`src/rtl/uart_packet_rx_if.sv`:
```
`timescale 1ns/1ps
// Regfile-side bus of the serial command receiver: strobes, address/data and status.
// The receiver drives it through the master modport; the regfile consumes it through slave.
interface uart_packet_rx_if;
   localparam int unsigned ADDR_W = 8;
   localparam int unsigned DATA_W = 8;

   logic              write;
   logic              read;
   logic [ADDR_W-1:0] write_addr;
   logic [DATA_W-1:0] write_data;
   logic [ADDR_W-1:0] read_addr;
   logic              frame_err;
   logic              parity_err;
   logic              busy;

   modport master (
      output write, read, write_addr, write_data, read_addr,
      output frame_err, parity_err, busy
   );

   modport slave (
      input write, read, write_addr, write_data, read_addr,
      input frame_err, parity_err, busy
   );
endinterface

```
`src/rtl/uart_packet_rx.sv`:
```
`timescale 1ns/1ps
// Serial command receiver: 18-bit packets on posi become one-cycle regfile write/read strobes.
// Optional macro PARITY_CHECK_EN drops packets failing even parity and pulses parity_err.
module uart_packet_rx #(
   parameter int unsigned CLKS_PER_BIT = 16,
   parameter int unsigned SYNC_STAGES  = 2
) (
   input  logic             clk,
   input  logic             reset,
   input  logic             posi,
   uart_packet_rx_if.master rx_if
);
   localparam int unsigned CNT_W  = $clog2(CLKS_PER_BIT);
   localparam int unsigned BIT_W  = 5;
   localparam int unsigned BODY_W = 17;
   localparam int unsigned ADDR_W = 8;
   localparam int unsigned DATA_W = 8;

   localparam logic [CNT_W-1:0] HALF_LAST = CNT_W'(CLKS_PER_BIT / 2 - 1);
   localparam logic [CNT_W-1:0] FULL_LAST = CNT_W'(CLKS_PER_BIT - 1);
   localparam logic [CNT_W-1:0] CNT_ONE   = CNT_W'(1);
   localparam logic [BIT_W-1:0] BIT_ONE   = BIT_W'(1);
   localparam logic [BIT_W-1:0] PAR_BIT   = BIT_W'(BODY_W);

   typedef enum logic [1:0] {
      S_IDLE,
      S_START,
      S_DATA,
      S_STOP
   } state_e;

   state_e                  state_q;
   logic [SYNC_STAGES-1:0]  sync_q;
   logic [CNT_W-1:0]        clk_cnt_q;
   logic [BIT_W-1:0]        bit_cnt_q;
   logic [BODY_W-1:0]       body_q;
   logic                    write_q;
   logic                    read_q;
   logic [ADDR_W-1:0]       write_addr_q;
   logic [DATA_W-1:0]       write_data_q;
   logic [ADDR_W-1:0]       read_addr_q;
   logic                    frame_err_q;
   logic                    busy_q;
   logic                    rx;
   logic                    parity_ok;
`ifdef PARITY_CHECK_EN
   logic                    parity_bad_q;
   logic                    parity_err_q;
`endif

   assign rx = sync_q[SYNC_STAGES-1];

`ifdef PARITY_CHECK_EN
   assign parity_ok = ~parity_bad_q;
`else
   assign parity_ok = 1'b1;
`endif

   // Body bits land LSB first: body_q[0]=wrb, [8:1]=data, [16:9]=addr; the parity bit is not stored.
   always_ff @(posedge clk) begin
      if (reset) begin
         state_q      <= S_IDLE;
         sync_q       <= '1;
         clk_cnt_q    <= '0;
         bit_cnt_q    <= '0;
         body_q       <= '0;
         write_q      <= 1'b0;
         read_q       <= 1'b0;
         write_addr_q <= '0;
         write_data_q <= '0;
         read_addr_q  <= '0;
         frame_err_q  <= 1'b0;
         busy_q       <= 1'b0;
`ifdef PARITY_CHECK_EN
         parity_bad_q <= 1'b0;
         parity_err_q <= 1'b0;
`endif
      end else begin
         sync_q      <= {sync_q[SYNC_STAGES-2:0], posi};
         write_q     <= 1'b0;
         read_q      <= 1'b0;
         frame_err_q <= 1'b0;
`ifdef PARITY_CHECK_EN
         parity_err_q <= 1'b0;
`endif
         case (state_q)
            S_IDLE: begin
               if (!rx) begin
                  clk_cnt_q <= '0;
                  busy_q    <= 1'b1;
                  state_q   <= S_START;
               end
            end

            S_START: begin
               if (clk_cnt_q == HALF_LAST) begin
                  clk_cnt_q <= '0;
                  bit_cnt_q <= '0;
                  if (rx) begin
                     busy_q  <= 1'b0;
                     state_q <= S_IDLE;
                  end else begin
                     state_q <= S_DATA;
                  end
               end else begin
                  clk_cnt_q <= clk_cnt_q + CNT_ONE;
               end
            end

            S_DATA: begin
               if (clk_cnt_q == FULL_LAST) begin
                  clk_cnt_q <= '0;
                  bit_cnt_q <= bit_cnt_q + BIT_ONE;
                  if (bit_cnt_q == PAR_BIT) begin
`ifdef PARITY_CHECK_EN
                     parity_bad_q <= rx ^ (^body_q);
`endif
                     state_q <= S_STOP;
                  end else begin
                     body_q <= {rx, body_q[BODY_W-1:1]};
                  end
               end else begin
                  clk_cnt_q <= clk_cnt_q + CNT_ONE;
               end
            end

            S_STOP: begin
               if (clk_cnt_q == FULL_LAST) begin
                  clk_cnt_q <= '0;
                  bit_cnt_q <= '0;
                  busy_q    <= 1'b0;
                  state_q   <= S_IDLE;
                  if (!rx) begin
                     frame_err_q <= 1'b1;
                  end else if (!parity_ok) begin
`ifdef PARITY_CHECK_EN
                     parity_err_q <= 1'b1;
`endif
                  end else if (body_q[0]) begin
                     read_q      <= 1'b1;
                     read_addr_q <= body_q[16:9];
                  end else begin
                     write_q      <= 1'b1;
                     write_addr_q <= body_q[16:9];
                     write_data_q <= body_q[8:1];
                  end
               end else begin
                  clk_cnt_q <= clk_cnt_q + CNT_ONE;
               end
            end

            default: begin
               busy_q  <= 1'b0;
               state_q <= S_IDLE;
            end
         endcase
      end
   end

   assign rx_if.write      = write_q;
   assign rx_if.read       = read_q;
   assign rx_if.write_addr = write_addr_q;
   assign rx_if.write_data = write_data_q;
   assign rx_if.read_addr  = read_addr_q;
   assign rx_if.frame_err  = frame_err_q;
   assign rx_if.busy       = busy_q;
`ifdef PARITY_CHECK_EN
   assign rx_if.parity_err = parity_err_q;
`else
   assign rx_if.parity_err = 1'b0;
`endif

endmodule

```
`src/flat_wrapper.sv`:
```
// flat-port wrapper written by rule: the top's interface ports become plain ports
module uart_packet_rx_flat 
#(
   parameter int unsigned CLKS_PER_BIT = 16,
   parameter int unsigned SYNC_STAGES  = 2
)
  (clk, reset, posi, rx_if_write, rx_if_read, rx_if_write_addr, rx_if_write_data, rx_if_read_addr, rx_if_frame_err, rx_if_parity_err, rx_if_busy);
  uart_packet_rx_if rx_if_i ();
  input  logic clk;
  input  logic reset;
  input  logic posi;
  output wire logic [$bits(rx_if_i.write)-1:0] rx_if_write;
  output wire logic [$bits(rx_if_i.read)-1:0] rx_if_read;
  output wire logic [$bits(rx_if_i.write_addr)-1:0] rx_if_write_addr;
  output wire logic [$bits(rx_if_i.write_data)-1:0] rx_if_write_data;
  output wire logic [$bits(rx_if_i.read_addr)-1:0] rx_if_read_addr;
  output wire logic [$bits(rx_if_i.frame_err)-1:0] rx_if_frame_err;
  output wire logic [$bits(rx_if_i.parity_err)-1:0] rx_if_parity_err;
  output wire logic [$bits(rx_if_i.busy)-1:0] rx_if_busy;
  assign rx_if_write = rx_if_i.write;
  assign rx_if_read = rx_if_i.read;
  assign rx_if_write_addr = rx_if_i.write_addr;
  assign rx_if_write_data = rx_if_i.write_data;
  assign rx_if_read_addr = rx_if_i.read_addr;
  assign rx_if_frame_err = rx_if_i.frame_err;
  assign rx_if_parity_err = rx_if_i.parity_err;
  assign rx_if_busy = rx_if_i.busy;
  uart_packet_rx #(.CLKS_PER_BIT(CLKS_PER_BIT), .SYNC_STAGES(SYNC_STAGES)) u_core (.clk(clk), .reset(reset), .posi(posi), .rx_if(rx_if_i));
endmodule
```
`config.mk`:
```
export PLATFORM = sky130hd
export DESIGN_NAME = uart_packet_rx_flat
export DESIGN_NICKNAME = d
export VERILOG_FILES = /design/src/rtl/uart_packet_rx_if.sv /design/src/rtl/uart_packet_rx.sv /design/src/flat_wrapper.sv
export SDC_FILE = /design/constraint.sdc
export NUM_CORES = 1
export LEC_CHECK = 0
export BUFFER_PORTS_ARGS = -buffer_cell sky130_fd_sc_hd__buf_4
export CAP_MARGIN = 10
export CORE_AREA = 2 2 85 120
export CTS_CLUSTER_DIAMETER = 50
export CTS_CLUSTER_SIZE = 30
export DETAILED_ROUTE_END_ITERATION = 8
export DIE_AREA = 0 0 87 122
export PLACE_DENSITY = 0.47
export SYNTH_ARGS = -nofsm -noshare
export SYNTH_HDL_FRONTEND = slang
export SYNTH_SLANG_ARGS = --single-unit
```
`constraint.sdc`:
```
create_clock -name clk -period 2.34 [get_ports clk]
set_clock_uncertainty 0.1 [all_clocks]
set_input_delay 0.234 -clock clk [delete_from_list [all_inputs] [get_ports clk]]
set_output_delay 0.234 -clock clk [all_outputs]
set_load 0.1 [all_outputs]
```
==> reports/metrics.yaml, run 1 <==
status: "finished, final reports clean"
syn-num-nets: 278
async_flop_share: 0
cts_root_buf: "clkbuf_16"
drtAntennaViolNets: 0
start_util: 0.243
grt_pass1_vias: 1789
grt-ovfl-total: 0
wl_per_cell_um: 12.1
clock.fmax_mhz: 502
power.density_mw_per_mm2: 802
power_mw: 2.36
crit_path_max_fanout: 16
yosys_warnings: 0
critPathCaptureType: "flip-flop"
yosysSeqAreaShare: 0.496
drt_iter0_drc: 75
rows: 43
io-pin-count: 32
die_y_um: 122
finalSetupTns_ns: 0
whs_ns: 0.296
synth_area_leaders: "dfxtp_1, nand2_1, a21oi_1"
synth_edf_count: 0
syn_avg_cell_area_um2: 8.60
period_share: 0.852
cts_tree: "done"
hold_class: "input port to flip-flop"
cp.arrival_ns: 2.08
coreArea_mm2: 0.00963
final_cell_mix: "nand2_1, dfxtp_1, a21oi_1, buf_4, nor2_1"
grt_pass1_wl_um: 8400
fin_crit_ns: 1.99
cts.sinks: 58
syn_to_final_growth_pct: 25.6
htree_levels: 3
gp_congestion: 0.742
ys_types: 41
synthCells: 272
drt-total-wl_um: 5040
antenna_found_initial: 0
via_count: 1917
drive_above_1_share: 0.197
setup_viol: 0
final_area_mm2: 0.00294
finalCoreUtilization: 0.305
dr.pass1.iters: 4
path_clk_slew_ns: 0.05
clockBufferDepth: 2
ys_seq_elements: 58
placed_area_mm2: 0.00263
netlist.area_leader.share: 0.496
num-fill-cells: 1023
final_common_cell: "nand2_1"
syn_area_mm2: 0.00234
setup.worst_path.start_class: "flip-flop"
hpwl_um: 3310
drc: 0
cp_data_required_time_ns: 2.42
whs_path_depth: 2
cts_resized: 0
finalHoldViolCount: 0
finalMaxSlewViolations: 0
crit_type: "flip-flop to flip-flop"
numCtsBuffers: 9
ys.flop_type: "dfxtp_1"
dieArea_mm2: 0.0106
grtUsageTotal: 0.104
cap_viol_max_count: 0
clk-insertion-delay-late_ns: 0.33
nets: 305
relSlewSlack: 0.595
max_slew.worst_pin.slew_ns: 0.607
rsz0062_at_grt: "no"
leakage_nw: 1.12
reg2regPathDepth: 5
n_antenna_cell: 0
yosysTopAreaCell: "dfxtp_1"
die_w_um: 87
io_buffers: 30
grt_max_degree: 59
vdd_drop_max_v: 0.000291
viasPerCell: 4.61
==> timing repair <==
| action | CTS | global route |
|---|---|---|
| endpoints found under the hold margin | 1 | 0 |
| hold buffers | 1 | 0 |
| buffers inserted | 0 | 0 |
==> power breakdown <==
part | total (mW) | switching [mW] | internal (mW) | leakage [nW]
clock | 1.30 | 0.422 | 0.879 | 0.147
sequential | 1.00 | 0.00638 | 0.994 | 0.468
combinational | 0.0543 | 0.0404 | 0.0140 | 0.509
==> metrics by stage <==
step | setup slack [ns] | std cells
detailed placement | 0.336 | 399
floorplan | 0.482 | 272
global placement | 0.346 | 399
finish | 0.347 | 416
global route | 0.183 | 416
CTS | 0.323 | 416
==> layout make-up <==
cell class	instances	area, um^2	share of cell area
tap	112	140	0.0477
inverter	4	15.0	0.00511
timing repair buffer	37	280	0.0954
clock inverter	2	35.0	0.0119
clock buffer	14	264	0.0898
sequential	58	1160	0.395
multi-input combinational	189	1040	0.355
==> layer usage <==
layer	global-route usage	vias up	routed length [um]	share of wire
met4	0.0615	0	154	0.031
met3	0.0393	15	201	0.040
li1	-	974	-	-
met5	0	-	0	0
met1	0.112	897	2230	0.44
met2	0.170	31	2450	0.49
==> worst max-delay path: stages (launching register included) <==
cell and delay (ns):
dfxtp_1 0.41, ha_1 0.27, nand4_4 0.17, or3_1 0.66, nand2_1 0.16, a21oi_1 0.07
==> logic make-up after synthesis <==
kind of cell | after synthesis | share of synthesized area
buffers and inverters | 25 | 0.0577
muxes | 8 | 0.0342
and+or+nand+nor | 119 | 0.245
xor gates and xnor gates | 2 | 0.00749
AOI/OAI and AO/OA | 56 | 0.141
DFF | 58 | 0.496
other | 1 | 0.00160
adders and majority gates | 3 | 0.0160
==> path summary, 6_finish.rpt <==
kind,startpoint,to,slack [ns]
setup / recovery,u_core.clk_cnt_q[0]$_SDFFE_PP0P_,u_core.rx_if.write_addr[4]$_SDFFE_PP0P_,0.35
hold / removal,reset,u_core.bit_cnt_q[0]$_SDFFE_PP0P_,0.30
setup reg to reg,u_core.clk_cnt_q[0]$_SDFFE_PP0P_,u_core.rx_if.write_addr[4]$_SDFFE_PP0P_,0.35
hold reg to reg,u_core.sync_q[0]$_SDFF_PP1_,u_core.sync_q[1]$_SDFF_PP1_,0.32
==> flip-flops by register name (all words and copies together) (netlist names), named ones only <==
signal and cells:
u_core.rx_if.frame_err 1, u_core.state_q 1, u_core.rx_if.busy 1, u_core.sync_q 2
u_core.body_q 17, u_core.rx_if.read 1, u_core.clk_cnt_q 4, u_core.bit_cnt_q 5
u_core.rx_if.write_data 8, u_core.rx_if.write_addr 8, u_core.rx_if.read_addr 8, u_core.rx_if.write 1
==> synth_stat cells, drive strengths merged, types with 2 or more instances <==
cell type	number
nand2	68
dfxtp	58
a21oi	40
nor2	18
buf	13
nor3	11
clkbuf	8
mux2i	8
nand3	5
inv	4
or3	4
ha	3
nand4	3
a211oi	2
a31oi	2
and4	2
nor3b	2
o2111ai	2
o211ai	2
o21a	2
o21ai	2
or2	2
xor2	2
Note: power is estimated with default switching activity, not from simulation.
==> run 2: changes to the inputs <==
ABC_AREA = 0   (was not set)
CORE_AREA = 2 2 100 102   (was 2 2 85 120)
DIE_AREA = 0 0 102 104   (was 0 0 87 122)
==> run 2 against run 1 <==
Setup slack got worse by 0.012 ns; sequential share of layout area up 0.39 points; critical path depth fell by 1; clock-buffer cell count down 2; fmax down 0.60%; routed wire length barely moved; critical path type unchanged; critical endpoint is now u_core.rx_if.write_data[3]$_SDFFE_PP0P_.
==> reports/metrics.yaml, run 2 (synthesis results as in run 1) <==
status: "finished, final reports clean"
cts_tree: "done"
cts_setup_buffers: 0
leakage_nw: 1.10
dp_cells: 420
numCtsBuffers: 9
fin_crit_ns: 2.01
pwr-share-clk: 0.516
coreArea_mm2: 0.00955
p_comb_frac: 0.025
vdd_drop_max_v: 0.000297
n_antenna_cell: 0
grt_pass1_vias: 1779
htree_levels: 3
drc: 0
via_count: 1876
final_cell_mix: "nand2_1, dfxtp_1, a21oi_1, buf_4, nor2_1"
clock.fmax_mhz: 499
cp_data_required_time_ns: 2.42
clk-insertion-delay-late_ns: 0.33
io_buffers: 30
drive_above_1_share: 0.201
final_common_cell: "nand2_1"
drt-total-wl_um: 5040
nets: 305
cp.arrival_ns: 2.09
hold_start: "reset"
grt-ovfl-total: 0
finalMaxSlewViolations: 0
grtUsageTotal: 0.103
switching_share: 0.198
viasPerCell: 4.29
placed_area_mm2: 0.00266
finalSetupTns_ns: 0
rsz0062_at_grt: "no"
final_area_mm2: 0.00291
path_clk_slew_ns: 0.06
finalNonFillerCells: 437
crit_path_max_fanout: 16
drtAntennaViolNets: 0
period_share: 0.857
grt_max_degree: 59
hpwl_um: 3140
crit_type: "flip-flop to flip-flop"
dieArea_mm2: 0.0106
power_mw: 2.18
grt_pass1_wl_um: 8690
hold_class: "input port to flip-flop"
seqPwrFrac: 0.459
start_util: 0.245
cts.sinks: 58
critPathCaptureType: "flip-flop"
antenna_found_initial: 0
cap_viol_max_count: 0
die_w_um: 102
io-pin-count: 32
dr.pass1.iters: 4
relSlewSlack: 0.583
regMostFlops: "u_core.body_q"
whs_ns: 0.307
max_slew.worst_pin.slew_ns: 0.625
internal-power_mw: 1.75
gp_congestion: 0.761
p_switching_mw: 0.431
wl_per_cell_um: 11.5
setup_viol: 0
clockBufferDepth: 2
rows: 36
power.density_mw_per_mm2: 748
setup.worst_path.start_class: "flip-flop"
drt_iter0_drc: 70
finalHoldViolCount: 0
largest_reg_flops: 17
syn_to_final_growth_pct: 24.4
cts_root_buf: "clkbuf_8"
die_y_um: 104
==> run 2: metrics by stage <==
| step | setup slack (ns) | utilization |
|---|---|---|
| finish | 0.335 | 0.305 |
| global placement | 0.366 | 0.278 |
| floorplan | 0.482 | - |
| CTS | 0.335 | 0.305 |
| global route | 0.139 | 0.305 |
| detailed placement | 0.345 | 0.278 |
==> run 2: what timing repair did <==
action,4_1_cts,5_1_grt
setup endpoints to repair,0,0
hold buffers,1,0
endpoints found under the hold margin,1,0
gates resized for setup,0,0
==> run 2: path summary, 6_finish.rpt <==
path	end	slack, ns	cells past startpoint
max	u_core.rx_if.write_data[3]$_SDFFE_PP0P_	0.33	4
max reg2reg	u_core.rx_if.write_data[3]$_SDFFE_PP0P_	0.33	4
min	u_core.rx_if.read_addr[6]$_SDFFE_PP0P_	0.31	2
min reg2reg	u_core.sync_q[1]$_SDFF_PP1_	0.32	1
==> run 2: worst max-delay path: stages (launching register included) <==
cell and delay (ns):
dfxtp_1 0.62, nand4_4 0.23, or3_1 0.68, nand2_1 0.16
a21oi_1 0.07
==> run 2: cell type report <==
class	instances	area (um^2)
Sequential cell	58	1160
Tap cell	133	166
Fill cell	1051	6640
Clock inverter	4	98.8
Clock buffer	12	145
Multi-Input combinational cell	189	1040
Inverter	4	15.0
Timing Repair Buffer	37	280
==> run 2: power by group through the flow <==
stage / clock [mW] / combinational, mW / sequential, mW
after CTS: 1.16 / 0.0551 / 0.998
after detailed placement: 0 / 0.0537 / 1.02
after global routing: 1.21 / 0.0606 / 0.998
after floorplan: 0 / 0.0400 / 1.02
final: 1.12 / 0.0549 / 0.998
after global placement: 0 / 0.0540 / 1.02
==> run 2: per-layer routing <==
metal / global-route usage / routed length [um] / vias to the layer above
met1: 0.143 / 2570 / 859
li1: - / - / 973
met2: 0.144 / 2140 / 33
met5: 0 / 0 / -
met3: 0.0262 / 217 / 11
met4: 0.0571 / 114 / 0
==> run 3: changes to the inputs <==
ABC_AREA = 1   (was 0)
PLACE_DENSITY = 0.46   (was 0.47)
==> run 3 against run 2 <==
Sequential power barely moved; cell count rose by 7.6%; critical path depth rose by 2; first-iteration DRC count rose by 54%; fmax rose by 12%; area after synthesis fell by 0.96%; final area fell by 1.7%; global-route usage rose by 0.49 points; sequential cell count did not move; routed wire length rose by 8.4%; hold slack got worse by 0.090 ns; clock power fell by 9.8%; highest routed layer unchanged.
==> reports/metrics.yaml, run 3 <==
finalHoldViolCount: 0
vdd_drop_max_v: 0.000233
viasPerCell: 4.29
setup.worst_path.start_class: "flip-flop"
cts.sinks: 58
hold_class: "input port to flip-flop"
regMostFlops: "u_core.body_q"
cp.arrival_ns: 1.90
p_switching_mw: 0.483
placed_area_mm2: 0.00263
seqPwrFrac: 0.477
pwr-share-clk: 0.485
coreArea_mm2: 0.00955
clockBufferDepth: 2
yosysSeqAreaShare: 0.501
path_clk_slew_ns: 0.07
cp_data_required_time_ns: 2.45
critPathTopFamily: "simple AND/OR/NAND/NOR gates"
synth_area_leaders: "dfxtp_1, nand2_1, nor2_1"
grt_max_degree: 38
grt-ovfl-total: 0
crit_type: "flip-flop to flip-flop"
n_antenna_cell: 0
grt_pass1_wl_um: 9000
gp_congestion: 0.721
ys.flop_type: "dfxtp_1"
ys_types: 27
io_buffers: 30
drt-total-wl_um: 5460
clock.fmax_mhz: 560
final_area_mm2: 0.00286
yosysMostFrequentCell: "nand2_1"
wl_per_cell_um: 11.6
drc: 0
max_slew.worst_pin.slew_ns: 0.673
start_util: 0.243
via_count: 2018
worst-path-buf-inv: 0
yosys_warnings: 0
syn_area_mm2: 0.00232
syn_to_final_growth_pct: 23.5
critPathCaptureType: "flip-flop"
drtAntennaViolNets: 0
cap_viol_max_count: 0
crit_slowest_cell: "dfxtp_1"
nets: 338
largest_reg_flops: 17
finalMaxSlewViolations: 0
dr.pass1.iters: 8
relSlewSlack: 0.551
final_cell_mix: "nand2_1, dfxtp_1, nor2_1, nand3_1, a21oi_1"
fin_crit_ns: 1.79
finalSetupTns_ns: 0
syn_avg_cell_area_um2: 7.67
slowest_delay_ns: 0.39
grtUsageTotal: 0.108
setup_viol: 0
period_share: 0.763
yosysTopAreaCell: "dfxtp_1"
status: "finished, final reports clean"
rsz0062_at_grt: "no"
internal-power_mw: 1.61
ys_seq_elements: 58
crit_path_max_fanout: 17
synth_edf_count: 0
leakage_nw: 1.08
io-pin-count: 32
antenna_found_initial: 0
async_flop_share: 0
cts_setup_buffers: 0
p_comb_frac: 0.037
cts_root_buf: "clkbuf_8"
numCtsBuffers: 9
power_mw: 2.09
final_common_cell: "nand2_1"
drive_above_1_share: 0.172
drt_iter0_drc: 108
syn-num-nets: 308
synthCells: 302
die_w_um: 102
crit_path_cell_trace: "ha_1, nand3_4, nor2_4, nand2_2, nand2_1, a21oi_1"
htree_levels: 3
yosys-top-cells-count: "nand2_1, dfxtp_1, nor2_1, a21oi_1, nand3_1"
netlist.area_leader.share: 0.501
cts_tree: "done"
clk-insertion-delay-late_ns: 0.34
rows: 36
die_y_um: 104
dieArea_mm2: 0.0106
power.density_mw_per_mm2: 730
switching_share: 0.231
grt_pass1_vias: 1944
hpwl_um: 3620
## run 3: per-stage QoR
stage                     setup slack (ns)  hold slack (ns)   util  instances
after floorplan                      0.777            0.238      -        302
after global placement               0.611            0.295  0.276        453
after detailed placement             0.572            0.295  0.276        453
after CTS                            0.565            0.211  0.300        470
after global routing                 0.357            0.237  0.300        470
final                                0.554            0.217  0.300        470
## run 3: area by class of cell
type | instances | area (um^2)
Sequential cell | 58 | 1160
Inverter | 15 | 57.6
Fill cell | 1061 | 6690
Tap cell | 133 | 166
Clock buffer | 9 | 124
Clock inverter | 7 | 93.8
Multi-Input combinational cell | 215 | 1010
Timing Repair Buffer | 33 | 250
## run 3: worst paths after layout
| kind | cells after the start | slack (ns) | startpoint | endpoint |
|---|---|---|---|---|
| hold reg to reg | 1 | 0.32 | u_core.sync_q[0]$_SDFF_PP1_ | u_core.sync_q[1]$_SDFF_PP1_ |
| setup reg to reg | 6 | 0.55 | u_core.clk_cnt_q[0]$_SDFFE_PP0P_ | u_core.rx_if.write_data[4]$_SDFFE_PP0P_ |
| hold / removal | 2 | 0.22 | reset | u_core.rx_if.read$_SDFF_PP0_ |
| setup / recovery | 6 | 0.55 | u_core.clk_cnt_q[0]$_SDFFE_PP0P_ | u_core.rx_if.write_data[4]$_SDFFE_PP0P_ |
## run 3: worst reg2reg max path, stage by stage, from the launching register on
cell     delay [ns]
dfxtp_1        0.39
ha_1           0.28
nand3_4        0.15
nor2_4         0.26
nand2_2        0.28
nand2_1        0.14
a21oi_1        0.06
## run 3: power by group through the flow
stage	Clock [mW]	Combinational, mW	Sequential, mW
floorplan	0	0.0499	1.03
global placement	0	0.0778	1.02
detailed placement	0	0.0772	1.02
CTS	1.04	0.0786	0.997
global route	1.08	0.0872	0.998
finish	1.01	0.0781	0.997
## run 3: kinds of logic after synthesis
family | share of synthesized area
DFF | 0.501
adders and majority gates | 0.0162
and+or+nand+nor | 0.295
buffers and inverters | 0.0637
xor gates and xnor gates | 0.00378
other | 0.00162
AOI/OAI and AO/OA | 0.119
## run 3: per-layer routing
layer / vias up / GRT usage / wire length (um)
met5: - / 0 / 0
met4: 0 / 0.0533 / 85
met3: 9 / 0.0262 / 163
met2: 22 / 0.180 / 2760
met1: 935 / 0.128 / 2450
li1: 1052 / - / -
## run 3: repair_timing
item                      CTS  global route
resized for setup           0             0
hold endpoints to repair    1             0
hold buffers                1             0
